===== config.mk =====
export PLATFORM = sky130hd
export DESIGN_NAME = axi4_stream_64b_16b_gbx_flat
export DESIGN_NICKNAME = d
export VERILOG_FILES = /design/src/rtl/axi4_stream_64b_16b_gbx_if.sv /design/src/rtl/axi4_stream_64b_16b_gbx.sv /design/src/flat_wrapper.sv
export SDC_FILE = /design/constraint.sdc
export NUM_CORES = 1
export LEC_CHECK = 0
export ABC_AREA = 0
export CAP_MARGIN = 10
export CORE_UTILIZATION = 48
export DETAILED_ROUTE_END_ITERATION = 6
export PLACE_DENSITY = 0.84
export SYNTH_ARGS = -nofsm -noshare
export SYNTH_HDL_FRONTEND = slang
export SYNTH_SLANG_ARGS = --single-unit

===== constraint.sdc =====
create_clock -name clk_i -period 3.3 [get_ports clk_i]
set_clock_uncertainty 0.15 [all_clocks]
set_input_delay 0.66 -clock clk_i [delete_from_list [all_inputs] [get_ports clk_i]]
set_output_delay 0.66 -clock clk_i [all_outputs]
set_load 0.03 [all_outputs]

===== src/rtl/axi4_stream_64b_16b_gbx_if.sv =====
// AXI4-Stream bundle shared by the wide (64-bit) and narrow (16-bit) sides of the gearbox.
// Keep/strb width follows the data width at one bit per byte.
interface axi4_stream_if #(
  parameter int DATA_W = 64,
  parameter int USER_W = 1,
  parameter int DEST_W = 1,
  parameter int ID_W   = 1
);
  localparam int KEEP_W = DATA_W / 8;

  logic              tvalid;
  logic              tready;
  logic [DATA_W-1:0] tdata;
  logic [KEEP_W-1:0] tkeep;
  logic [KEEP_W-1:0] tstrb;
  logic              tlast;
  logic [USER_W-1:0] tuser;
  logic [DEST_W-1:0] tdest;
  logic [ID_W-1:0]   tid;

  modport master (
    output tvalid, tdata, tkeep, tstrb, tlast, tuser, tdest, tid,
    input  tready
  );

  modport slave (
    input  tvalid, tdata, tkeep, tstrb, tlast, tuser, tdest, tid,
    output tready
  );
endinterface


===== src/rtl/axi4_stream_64b_16b_gbx.sv =====
// 64-bit to 16-bit AXI4-Stream gearbox: holds one wide beat and emits it lane by lane,
// trimming the final beat of a packet to its highest populated lane.
module axi4_stream_64b_16b_gbx #(
  parameter int TUSER_WIDTH = 1,
  parameter int TDEST_WIDTH = 1,
  parameter int TID_WIDTH   = 1
) (
  input logic             clk_i,
  input logic             rst_i,
  axi4_stream_if.slave    pkt_i,
  axi4_stream_if.master   pkt_o
);

  typedef struct packed {
    logic [63:0]            data;
    logic [7:0]             keep;
    logic [7:0]             strb;
    logic                   last;
    logic [TUSER_WIDTH-1:0] user;
    logic [TDEST_WIDTH-1:0] dest;
    logic [TID_WIDTH-1:0]   id;
  } beat_t;

  beat_t      beat_q, beat_d;
  logic       valid_q, valid_d;
  logic [1:0] lane_q, lane_d;
  logic [1:0] last_lane_q, last_lane_d;

  logic in_hs;
  logic out_hs;
  logic final_lane;

  // Non-last beats always go out in full; a last beat stops at its highest kept lane.
  function automatic logic [1:0] calc_last_lane(input logic last, input logic [7:0] keep);
    logic [1:0] ll;
    ll = 2'd3;
    if (last) begin
      ll = 2'd0;
      for (int n = 0; n < 4; n++) begin
        if (keep[2*n +: 2] != 2'b00) ll = n[1:0];
      end
    end
    return ll;
  endfunction

  assign final_lane = (lane_q == last_lane_q);
  assign out_hs     = pkt_o.tvalid & pkt_o.tready;
  assign in_hs      = pkt_i.tvalid & pkt_i.tready;

  // Refill in the same cycle the final lane leaves so a beat every 4 cycles streams gap-free.
  assign pkt_i.tready = ~valid_q | (out_hs & final_lane);

  assign pkt_o.tvalid = valid_q;
  assign pkt_o.tdata  = beat_q.data[{lane_q, 4'b0000} +: 16];
  assign pkt_o.tkeep  = beat_q.keep[{lane_q, 1'b0} +: 2];
  assign pkt_o.tstrb  = beat_q.strb[{lane_q, 1'b0} +: 2];
  assign pkt_o.tlast  = beat_q.last & final_lane;
  assign pkt_o.tuser  = (lane_q == 2'd0) ? beat_q.user : '0;
  assign pkt_o.tdest  = beat_q.dest;
  assign pkt_o.tid    = beat_q.id;

  always_comb begin
    // NOTE: every next-state signal takes its hold value first so no path infers a latch.
    beat_d      = beat_q;
    valid_d     = valid_q;
    lane_d      = lane_q;
    last_lane_d = last_lane_q;

    if (in_hs) begin
      beat_d.data = pkt_i.tdata;
      beat_d.keep = pkt_i.tkeep;
      beat_d.strb = pkt_i.tstrb;
      beat_d.last = pkt_i.tlast;
      beat_d.user = pkt_i.tuser;
      beat_d.dest = pkt_i.tdest;
      beat_d.id   = pkt_i.tid;
      valid_d     = 1'b1;
      lane_d      = 2'd0;
      last_lane_d = calc_last_lane(pkt_i.tlast, pkt_i.tkeep);
    end else if (out_hs) begin
      if (final_lane) begin
        valid_d = 1'b0;
      end else begin
        lane_d = lane_q + 2'd1;
      end
    end
  end

  // NOTE: state registers use non-blocking assignments so all flops update together at the edge.
  always_ff @(posedge clk_i or posedge rst_i) begin
    if (rst_i) begin
      beat_q      <= '0;
      valid_q     <= 1'b0;
      lane_q      <= 2'd0;
      last_lane_q <= 2'd0;
    end else begin
      beat_q      <= beat_d;
      valid_q     <= valid_d;
      lane_q      <= lane_d;
      last_lane_q <= last_lane_d;
    end
  end

endmodule


===== src/flat_wrapper.sv =====
// flat-port wrapper written by rule: the top's interface ports become plain ports
module axi4_stream_64b_16b_gbx_flat 
#(
  parameter int TUSER_WIDTH = 1,
  parameter int TDEST_WIDTH = 1,
  parameter int TID_WIDTH   = 1
)
  (clk_i, rst_i, pkt_i_tvalid, pkt_i_tdata, pkt_i_tkeep, pkt_i_tstrb, pkt_i_tlast, pkt_i_tuser, pkt_i_tdest, pkt_i_tid, pkt_i_tready, pkt_o_tvalid, pkt_o_tdata, pkt_o_tkeep, pkt_o_tstrb, pkt_o_tlast, pkt_o_tuser, pkt_o_tdest, pkt_o_tid, pkt_o_tready);
  axi4_stream_if #(.DATA_W(64), .USER_W(1), .DEST_W(1), .ID_W(1)) pkt_i_i ();
  axi4_stream_if #(.DATA_W(16), .USER_W(1), .DEST_W(1), .ID_W(1)) pkt_o_i ();
  input logic clk_i;
  input logic rst_i;
  input wire logic [$bits(pkt_i_i.tvalid)-1:0] pkt_i_tvalid;
  input wire logic [$bits(pkt_i_i.tdata)-1:0] pkt_i_tdata;
  input wire logic [$bits(pkt_i_i.tkeep)-1:0] pkt_i_tkeep;
  input wire logic [$bits(pkt_i_i.tstrb)-1:0] pkt_i_tstrb;
  input wire logic [$bits(pkt_i_i.tlast)-1:0] pkt_i_tlast;
  input wire logic [$bits(pkt_i_i.tuser)-1:0] pkt_i_tuser;
  input wire logic [$bits(pkt_i_i.tdest)-1:0] pkt_i_tdest;
  input wire logic [$bits(pkt_i_i.tid)-1:0] pkt_i_tid;
  output wire logic [$bits(pkt_i_i.tready)-1:0] pkt_i_tready;
  output wire logic [$bits(pkt_o_i.tvalid)-1:0] pkt_o_tvalid;
  output wire logic [$bits(pkt_o_i.tdata)-1:0] pkt_o_tdata;
  output wire logic [$bits(pkt_o_i.tkeep)-1:0] pkt_o_tkeep;
  output wire logic [$bits(pkt_o_i.tstrb)-1:0] pkt_o_tstrb;
  output wire logic [$bits(pkt_o_i.tlast)-1:0] pkt_o_tlast;
  output wire logic [$bits(pkt_o_i.tuser)-1:0] pkt_o_tuser;
  output wire logic [$bits(pkt_o_i.tdest)-1:0] pkt_o_tdest;
  output wire logic [$bits(pkt_o_i.tid)-1:0] pkt_o_tid;
  input wire logic [$bits(pkt_o_i.tready)-1:0] pkt_o_tready;
  assign pkt_i_i.tvalid = pkt_i_tvalid;
  assign pkt_i_i.tdata = pkt_i_tdata;
  assign pkt_i_i.tkeep = pkt_i_tkeep;
  assign pkt_i_i.tstrb = pkt_i_tstrb;
  assign pkt_i_i.tlast = pkt_i_tlast;
  assign pkt_i_i.tuser = pkt_i_tuser;
  assign pkt_i_i.tdest = pkt_i_tdest;
  assign pkt_i_i.tid = pkt_i_tid;
  assign pkt_i_tready = pkt_i_i.tready;
  assign pkt_o_tvalid = pkt_o_i.tvalid;
  assign pkt_o_tdata = pkt_o_i.tdata;
  assign pkt_o_tkeep = pkt_o_i.tkeep;
  assign pkt_o_tstrb = pkt_o_i.tstrb;
  assign pkt_o_tlast = pkt_o_i.tlast;
  assign pkt_o_tuser = pkt_o_i.tuser;
  assign pkt_o_tdest = pkt_o_i.tdest;
  assign pkt_o_tid = pkt_o_i.tid;
  assign pkt_o_i.tready = pkt_o_tready;
  axi4_stream_64b_16b_gbx #(.TUSER_WIDTH(TUSER_WIDTH), .TDEST_WIDTH(TDEST_WIDTH), .TID_WIDTH(TID_WIDTH)) u_core (.clk_i(clk_i), .rst_i(rst_i), .pkt_i(pkt_i_i), .pkt_o(pkt_o_i));
endmodule

Word level (Yosys, flattened, before mapping) --
Index checks and enable logic that the tools add are counted.
Storage, ports and cells: flip-flop bits (word level) 89, output and inout bits 26, logic and storage cells 41
Operators by class: add/subtract/negate cells 1, equal/unequal tests 2, shift-type cells 3, multiplexer cells 11, bitwise operators 6, reductions and logical operators 8
Operators with widths (count):
- $shiftx A64 B7 Y16 | 1
- $shiftx A8 B4 Y2 | 2
- $mux W2 | 6
- $reduce_bool A2 Y1 | 5
- $mux W1 | 5
- $and A1 B1 Y1 | 4
- $reduce_and A2 Y1 | 2
- $add A2 B1 Y2 const B | 1
- $eq A2 B2 Y1 | 1
- $logic_not A2 Y1 | 1
- $ne A2 B1 Y1 const B | 1
- $not A1 Y1 | 1
- $or A1 B1 Y1 | 1

Longest topological paths before layout --
Gate-level depths: netlist of run 1.
word-level depth 6, depth in mapped cells 7, mapped depth without buffers 5

Worst setup path after synthesis of run 1 --
Ideal clock, no wire load.
path kind reg-to-output, from register u_core.lane_q[1], to output port pkt_o_tdata[12], data arrival time 1.482 ns, required time 2.490 ns, path slack 1.008 ns, cell stages (with the launch flop) 5, path buffers 3, cell sequence dfrtp_1 > buf_4 > buf_1 > buf_2 > mux4_2
On the way: longest elaborated chain between the ends 1
RTL lines:
- start: declaration | line axi4_stream_64b_16b_gbx.sv:26 | logic [1:0] lane_q, lane_d;
- start signal: assignment | line axi4_stream_64b_16b_gbx.sv:99 | lane_q <= lane_d;
- $shiftx A64 B7 Y16 | line axi4_stream_64b_16b_gbx.sv:54 | assign pkt_o.tdata = beat_q.data[{lane_q, 4'b0000} +: 16];
- end: declaration | line flat_wrapper.sv:23 | output wire logic [$bits(pkt_o_i.tdata)-1:0] pkt_o_tdata;
No other way between the ends.

Worst setup path after layout of run 1 --
from register u_core.lane_q[0], to output port pkt_o_tdata[4]
Same word-level chain as after synthesis.

==> impl_metrics.json, run 1 <==
{
  "dr_total_vias": 2452,
  "cp-start-kind": "flop",
  "chipWidth_um": 95.2,
  "yosysSeqAreaShare_pct": 53.4,
  "grt_pass1_vias": 2648,
  "cts_resized": 0,
  "r2r_start": "u_core.lane_q[1]",
  "rrSetupSlack_ns": 0.86,
  "async_reset_ff_share_pct": 100,
  "clock_latency_ns": 0.34,
  "p_per_area_nw_per_um2": 1040,
  "peakVddDrop_uv": 423,
  "grt_usage_pct": 19.1,
  "worst_ep_arrival_time_ns": 2.22,
  "report.final.slew_viol_count": 0,
  "path_max_fanout": 7,
  "crit_start": "u_core.lane_q[0]",
  "finalSetupViolCount": 0,
  "fmax_mhz": 330,
  "period_needed_ns": 3.03,
  "whs_ns": 0.355,
  "crit_slowest_cell": "clkdlybuf4s50_1",
  "syn-mean-instance-area_sq_um": 17.4,
  "timing.final.crit_share_pct": 91.8,
  "first_pass_iters": 6,
  "reg2reg_depth": 6,
  "fin_util_pct": 67.6,
  "cts_inserted_buffers": 9,
  "n_antenna_cell": 0,
  "syn-cell-area_sq_um": 4170,
  "power.total_uw": 5810,
  "outcome": "finished clean",
  "antenna_found_initial": 0,
  "cp.required_ns": 2.49,
  "core_sq_um": 8300,
  "synthCells": 240,
  "cts_buffer_depth": 2,
  "postCtsSetupRepairBufs": 0,
  "hp-class": "reg -> reg",
  "die_h_um": 95.2,
  "overflow": 0,
  "ios": 114,
  "tns_ns": 0,
  "min_to": "u_core.beat_q[3]",
  "synth_edf_count": 0,
  "min_path_cells": 1,
  "drt_wl_total_um": 8040,
  "min-delay-start": "u_core.beat_q[3]",
  "synth_cell_types": 28,
  "final_nets": 445,
  "worstMarginPinSlew_ns": 0.510,
  "viasPerCell": 5.27,
  "maxCapViolCount": 0,
  "die-area_sq_um": 9060,
  "crit_path_max_incr_delay_ns": 0.60,
  "cts.sinks": 89,
  "clockRootBuffer": "clkbuf_8",
  "maxSlewHeadroom_pct": 66.0,
  "place_area_sq_um": 5380,
  "initialDrtViolationCount": 61,
  "endpoint_kind": "output pin",
  "cts_tree": "yes",
  "path_class": "reg -> out",
  "crit_path_cell_trace": "buf_4 -> mux4_2 -> clkdlybuf4s50_1",
  "rsz0062_at_grt": "false",
  "final_cell_area_sq_um": 5610,
  "grt_pass1_wl_um": 12900,
  "leakagePower_uw": 0.00245,
  "syn_to_final_growth_pct": 34.5,
  "ys_seq_elements": 89,
  "h-tree-depth": 3,
  "dp_hpwl_um": 5690,
  "drc": 0,
  "cts-hold-fix-buffers": 0,
  "initial_core_util_pct": 50.2,
  "path_clk_slew_ns": 0.09,
  "r2r-end": "u_core.beat_q[69]",
  "synth_warnings": 0,
  "detail-route-antenna-nets": 0,
  "synth_fp_nets": 329,
  "place.gp.congestion": 0.747,
  "drive_above_1_share_pct": 37.8,
  "io_buffers": 113,
  "synth_flop_cell": "dfrtp_1",
  "final-hold-violation-count": 0,
  "wl_per_cell_um": 17.3,
  "grt_max_degree": 48,
  "rows": 33
}
==> routing by layer <==
layer  vias to the layer above  track usage [%]  share of wire, %
met1                      1263             24.2                44
met2                        75             31.8                49
li1                       1108                -                 -
met4                         0             6.82              0.70
met5                         -                0                 0
met3                         6             4.78               5.9
==> flip-flops by register name, summed over array words and instances, names as in the netlist <==
| signal | count |
|---|---|
| u_core.pkt_o.tvalid | 1 |
| u_core.beat_q | 82 |
| u_core.pkt_o.tdest | 1 |
| u_core.last_lane_q | 2 |
| u_core.lane_q | 2 |
| u_core.pkt_o.tid | 1 |
==> worst max-delay path: cells and delay by family (launching register included) <==
family | cells | cell delay [ns]
multiplexers | 1 | 0.52
flip-flops | 1 | 0.50
buffers and inverters | 2 | 0.85
==> metrics by stage <==
step                cells  setup slack [ns]
finish                465             0.271
global route          465             0.174
CTS                   465             0.229
detailed placement    450             0.626
global placement      450             0.644
floorplan             240             0.183
==> Yosys cell counts, types with 2 or more instances <==
cell type,count,share of area [%]
buf_4,6,1.1
and2_1,2,0.30
o21ai_0,3,0.36
nor2b_1,2,0.30
dfrtp_1,89,53
mux2_2,46,12
buf_12,4,1.9
mux2_4,39,14
inv_1,3,0.27
buf_2,3,0.36
mux4_2,20,11
a22o_1,2,0.42
nand2_1,6,0.54
==> cells in the final DEF, fill, tap and decap left out <==
cell type,count
nor2_1,1
a21o_1,1
buf_4,7
nand2_1,6
clkinvlp_4,1
inv_1,2
a31oi_4,1
bufinv_16,3
nor2_4,1
buf_12,4
clkdlybuf4s50_1,110
nor3b_1,1
dfrtp_1,89
clkinv_2,3
a22o_1,2
and2_1,2
o21ai_0,3
clkbuf_8,9
xor2_4,1
nor2b_1,2
mux4_2,20
nor3_1,1
ha_1,1
o22ai_1,1
mux2_4,39
o32a_1,1
mux2_2,46
xor2_2,1
o211ai_1,1
==> power by group <==
| group | leakage (uW) | switching (uW) | internal, uW |
|---|---|---|---|
| sequential | 0.00105 | 322 | 1640 |
| clock | 0.000115 | 365 | 496 |
| combinational | 0.00128 | 1260 | 1720 |
| total | 0.00245 | 1950 | 3860 |
==> layout make-up <==
type                    instances  area [sq um]
multi-input cells             132          1770
fillers                       583          2690
clock buffers                   9           124
repair buffers                121          1230
well taps                     105           131
flip-flops and latches         89          2230
inverters                       3          12.5
clock inverters                 6           108
==> worst max path at each step <==
stage                                    to  slack (ns)  depth (start not counted)
final                        pkt_o_tdata[4]        0.27                          3
after global routing        pkt_o_tdata[10]        0.17                          3
after CTS                    pkt_o_tdata[4]        0.23                          3
after detailed placement     pkt_o_tdata[4]        0.63                          3
after global placement       pkt_o_tdata[5]        0.64                          3
after floorplan           u_core.beat_q[10]        0.18                          1
==> kinds of logic (layout without fill, tap and decap cells) <==
kind of cell             count (synthesis)  in the layout  share of synthesized area (%)
AND/OR/NAND/NOR                         14             14                           1.80
flip-flops                              89             89                           53.4
multiplexers                           105            105                           37.3
XOR/XNOR                                 2              2                           1.05
AO/OA/AOI/OAI                           10             10                           2.04
buffers and inverters                   19            139                           4.08
adder cells (fa/ha/maj)                  1              1                          0.300
(Power assumes the default switching activity.)
==> run 2: changes to the inputs <==
--- a/config.mk
+++ b/config.mk
@@ -9,6 +9,7 @@
 export CAP_MARGIN = 10
 export CORE_UTILIZATION = 48
 export DETAILED_ROUTE_END_ITERATION = 6
+export GPL_ROUTABILITY_DRIVEN = 0
 export PLACE_DENSITY = 0.84
 export SYNTH_ARGS = -nofsm -noshare
 export SYNTH_HDL_FRONTEND = slang
==> results of run 2 <==
No change in the layout: final DEF, timing and power equal those of run 1.
==> run 3: changes to the inputs <==
--- a/config.mk
+++ b/config.mk
@@ -6,7 +6,7 @@
 export NUM_CORES = 1
 export LEC_CHECK = 0
 export ABC_AREA = 0
-export CAP_MARGIN = 10
+export CORE_ASPECT_RATIO = 1.1
 export CORE_UTILIZATION = 48
 export DETAILED_ROUTE_END_ITERATION = 6
 export GPL_ROUTABILITY_DRIVEN = 0
==> run 3 against run 2 <==
Against the previous run: cell count rose by 1.3%; worst hold slack got worse by 0.030 ns; core utilization fell by 1.6 points; first-iteration DRC count fell by 30%; clock-buffer cell count did not move; die area barely moved; largest cell class unchanged.
==> impl_metrics.json, run 3 (synthesized netlist as in run 1, its figures left out) <==
{
  "maxCapViolCount": 0,
  "grt_pass1_wl_um": 13200,
  "cts_resized": 0,
  "syn_to_final_growth_pct": 33.1,
  "top_register": "u_core.beat_q",
  "cts_tree": "yes",
  "timing.final.crit_share_pct": 92.4,
  "overflow": 0,
  "cts_inserted_buffers": 9,
  "pwr-share-seq_pct": 34.1,
  "rows": 35,
  "first_pass_iters": 3,
  "fin_util_pct": 66.0,
  "final-hold-violation-count": 0,
  "chipWidth_um": 90.8,
  "leakagePower_uw": 0.00242,
  "endpoint_kind": "output pin",
  "antenna_found_initial": 0,
  "cts.sinks": 89,
  "grt_pass1_vias": 2675,
  "largestRegisters": "u_core.beat_q x82, u_core.lane_q x2, u_core.last_lane_q x2",
  "nFillCells": 616,
  "dr_total_vias": 2442,
  "cts-hold-fix-buffers": 0,
  "internal_power_uw": 3700,
  "grt_usage_pct": 18.7,
  "drc": 0,
  "core_sq_um": 8410,
  "seqCellArea_sq_um": 2230,
  "die_h_um": 99.7,
  "ios": 114,
  "clockRootBuffer": "clkbuf_8",
  "rsz0062_at_grt": "false",
  "final_cell_mix": "clkdlybuf4s50_1, dfrtp_1, mux2_2, mux2_4, mux4_2",
  "report.final.slew_viol_count": 0,
  "drt_wl_total_um": 7840,
  "largest_reg_flops": 82,
  "power.total_uw": 5650,
  "p_per_area_nw_per_um2": 1020,
  "worstMarginPinSlew_ns": 0.469,
  "outcome": "finished clean",
  "clock_latency_ns": 0.35,
  "path_max_fanout": 15,
  "finalSetupViolCount": 0,
  "peakVddDrop_uv": 481,
  "final_nets": 444,
  "n_antenna_cell": 0,
  "cp.required_ns": 2.49,
  "swShare_pct": 34.5,
  "detail-route-antenna-nets": 0,
  "path_class": "reg -> out",
  "maxSlewHeadroom_pct": 68.8,
  "p_clk_share_pct": 13.0,
  "cp-start-kind": "flop",
  "io_buffers": 113,
  "p_comb_share_pct": 52.9,
  "cts_buffer_depth": 2,
  "period_needed_ns": 3.05,
  "die-area_sq_um": 9060,
  "postCtsSetupRepairBufs": 0,
  "crit_start": "u_core.lane_q[0]",
  "p_switching_uw": 1950,
  "fmax_mhz": 328,
  "initialDrtViolationCount": 43,
  "grt_max_degree": 88,
  "r2r_start": "u_core.lane_q[0]",
  "multiInputGateArea_sq_um": 1770,
  "path_clk_slew_ns": 0.08,
  "worst_ep_arrival_time_ns": 2.24,
  "dp_hpwl_um": 5380,
  "drive_above_1_share_pct": 36.9,
  "tns_ns": 0,
  "initial_core_util_pct": 49.6,
  "h-tree-depth": 3,
  "viasPerCell": 5.18,
  "wl_per_cell_um": 16.6,
  "hp-class": "in -> async",
  "final_common_cell": "clkdlybuf4s50_1"
}
run 3: power groups by stage:
stage               Combinational, uW  Sequential [uW]  Clock, uW
floorplan                        2220             1880          0
global placement                 2960             1910          0
detailed placement               3010             1940          0
CTS                              3030             1930        759
global route                     3170             2000        801
finish                           2990             1930        735
run 3: through the flow:
step / setup slack (ns) / std cells / area (sq um) / hold slack, ns
after global placement: 0.323 / 455 / 5360 / 0.329
after global routing: 0.151 / 471 / 5550 / 0.308
after floorplan: 0.183 / 240 / 4170 / 0.320
final: 0.252 / 471 / 5550 / 0.325
after CTS: 0.223 / 471 / 5550 / 0.308
after detailed placement: 0.316 / 455 / 5360 / 0.338
run 3: critical path: stages (launching register included):
cell	delay (ns)
dfrtp_1	0.39
buf_4	0.23
xor2_2	0.22
nor2_4	0.19
nand2_1	0.11
nand2_1	0.09
clkdlybuf4s50_1	0.66
run 3: final timing paths:
check,to,slack [ns],depth (start not counted)
max reg2reg,u_core.beat_q[20],0.99,6
max,pkt_i_tready,0.25,6
min,u_core.beat_q[10],0.32,2
min reg2reg,u_core.beat_q[15],0.36,1
min in group clk_i,u_core.beat_q[15],0.36,1
max in group asynchronous,u_core.beat_q[79],2.05,3
run 3: cell type report:
cell class	count	area share, %
clock buffers	9	2.23
clock inverters	7	1.22
inverters	3	0.225
multi-input cells	132	31.9
flip-flops and latches	89	40.1
well taps	111	2.50
repair buffers	120	21.8
run 3: per-layer routing:
layer  vias up  routed length (um)  GRT usage (%)
li1       1109                   -              -
met1      1244                3470           25.1
met2        77                3860           30.2
met3        12                 383           3.82
met4         0                 127           7.33
met5         -                   0              0
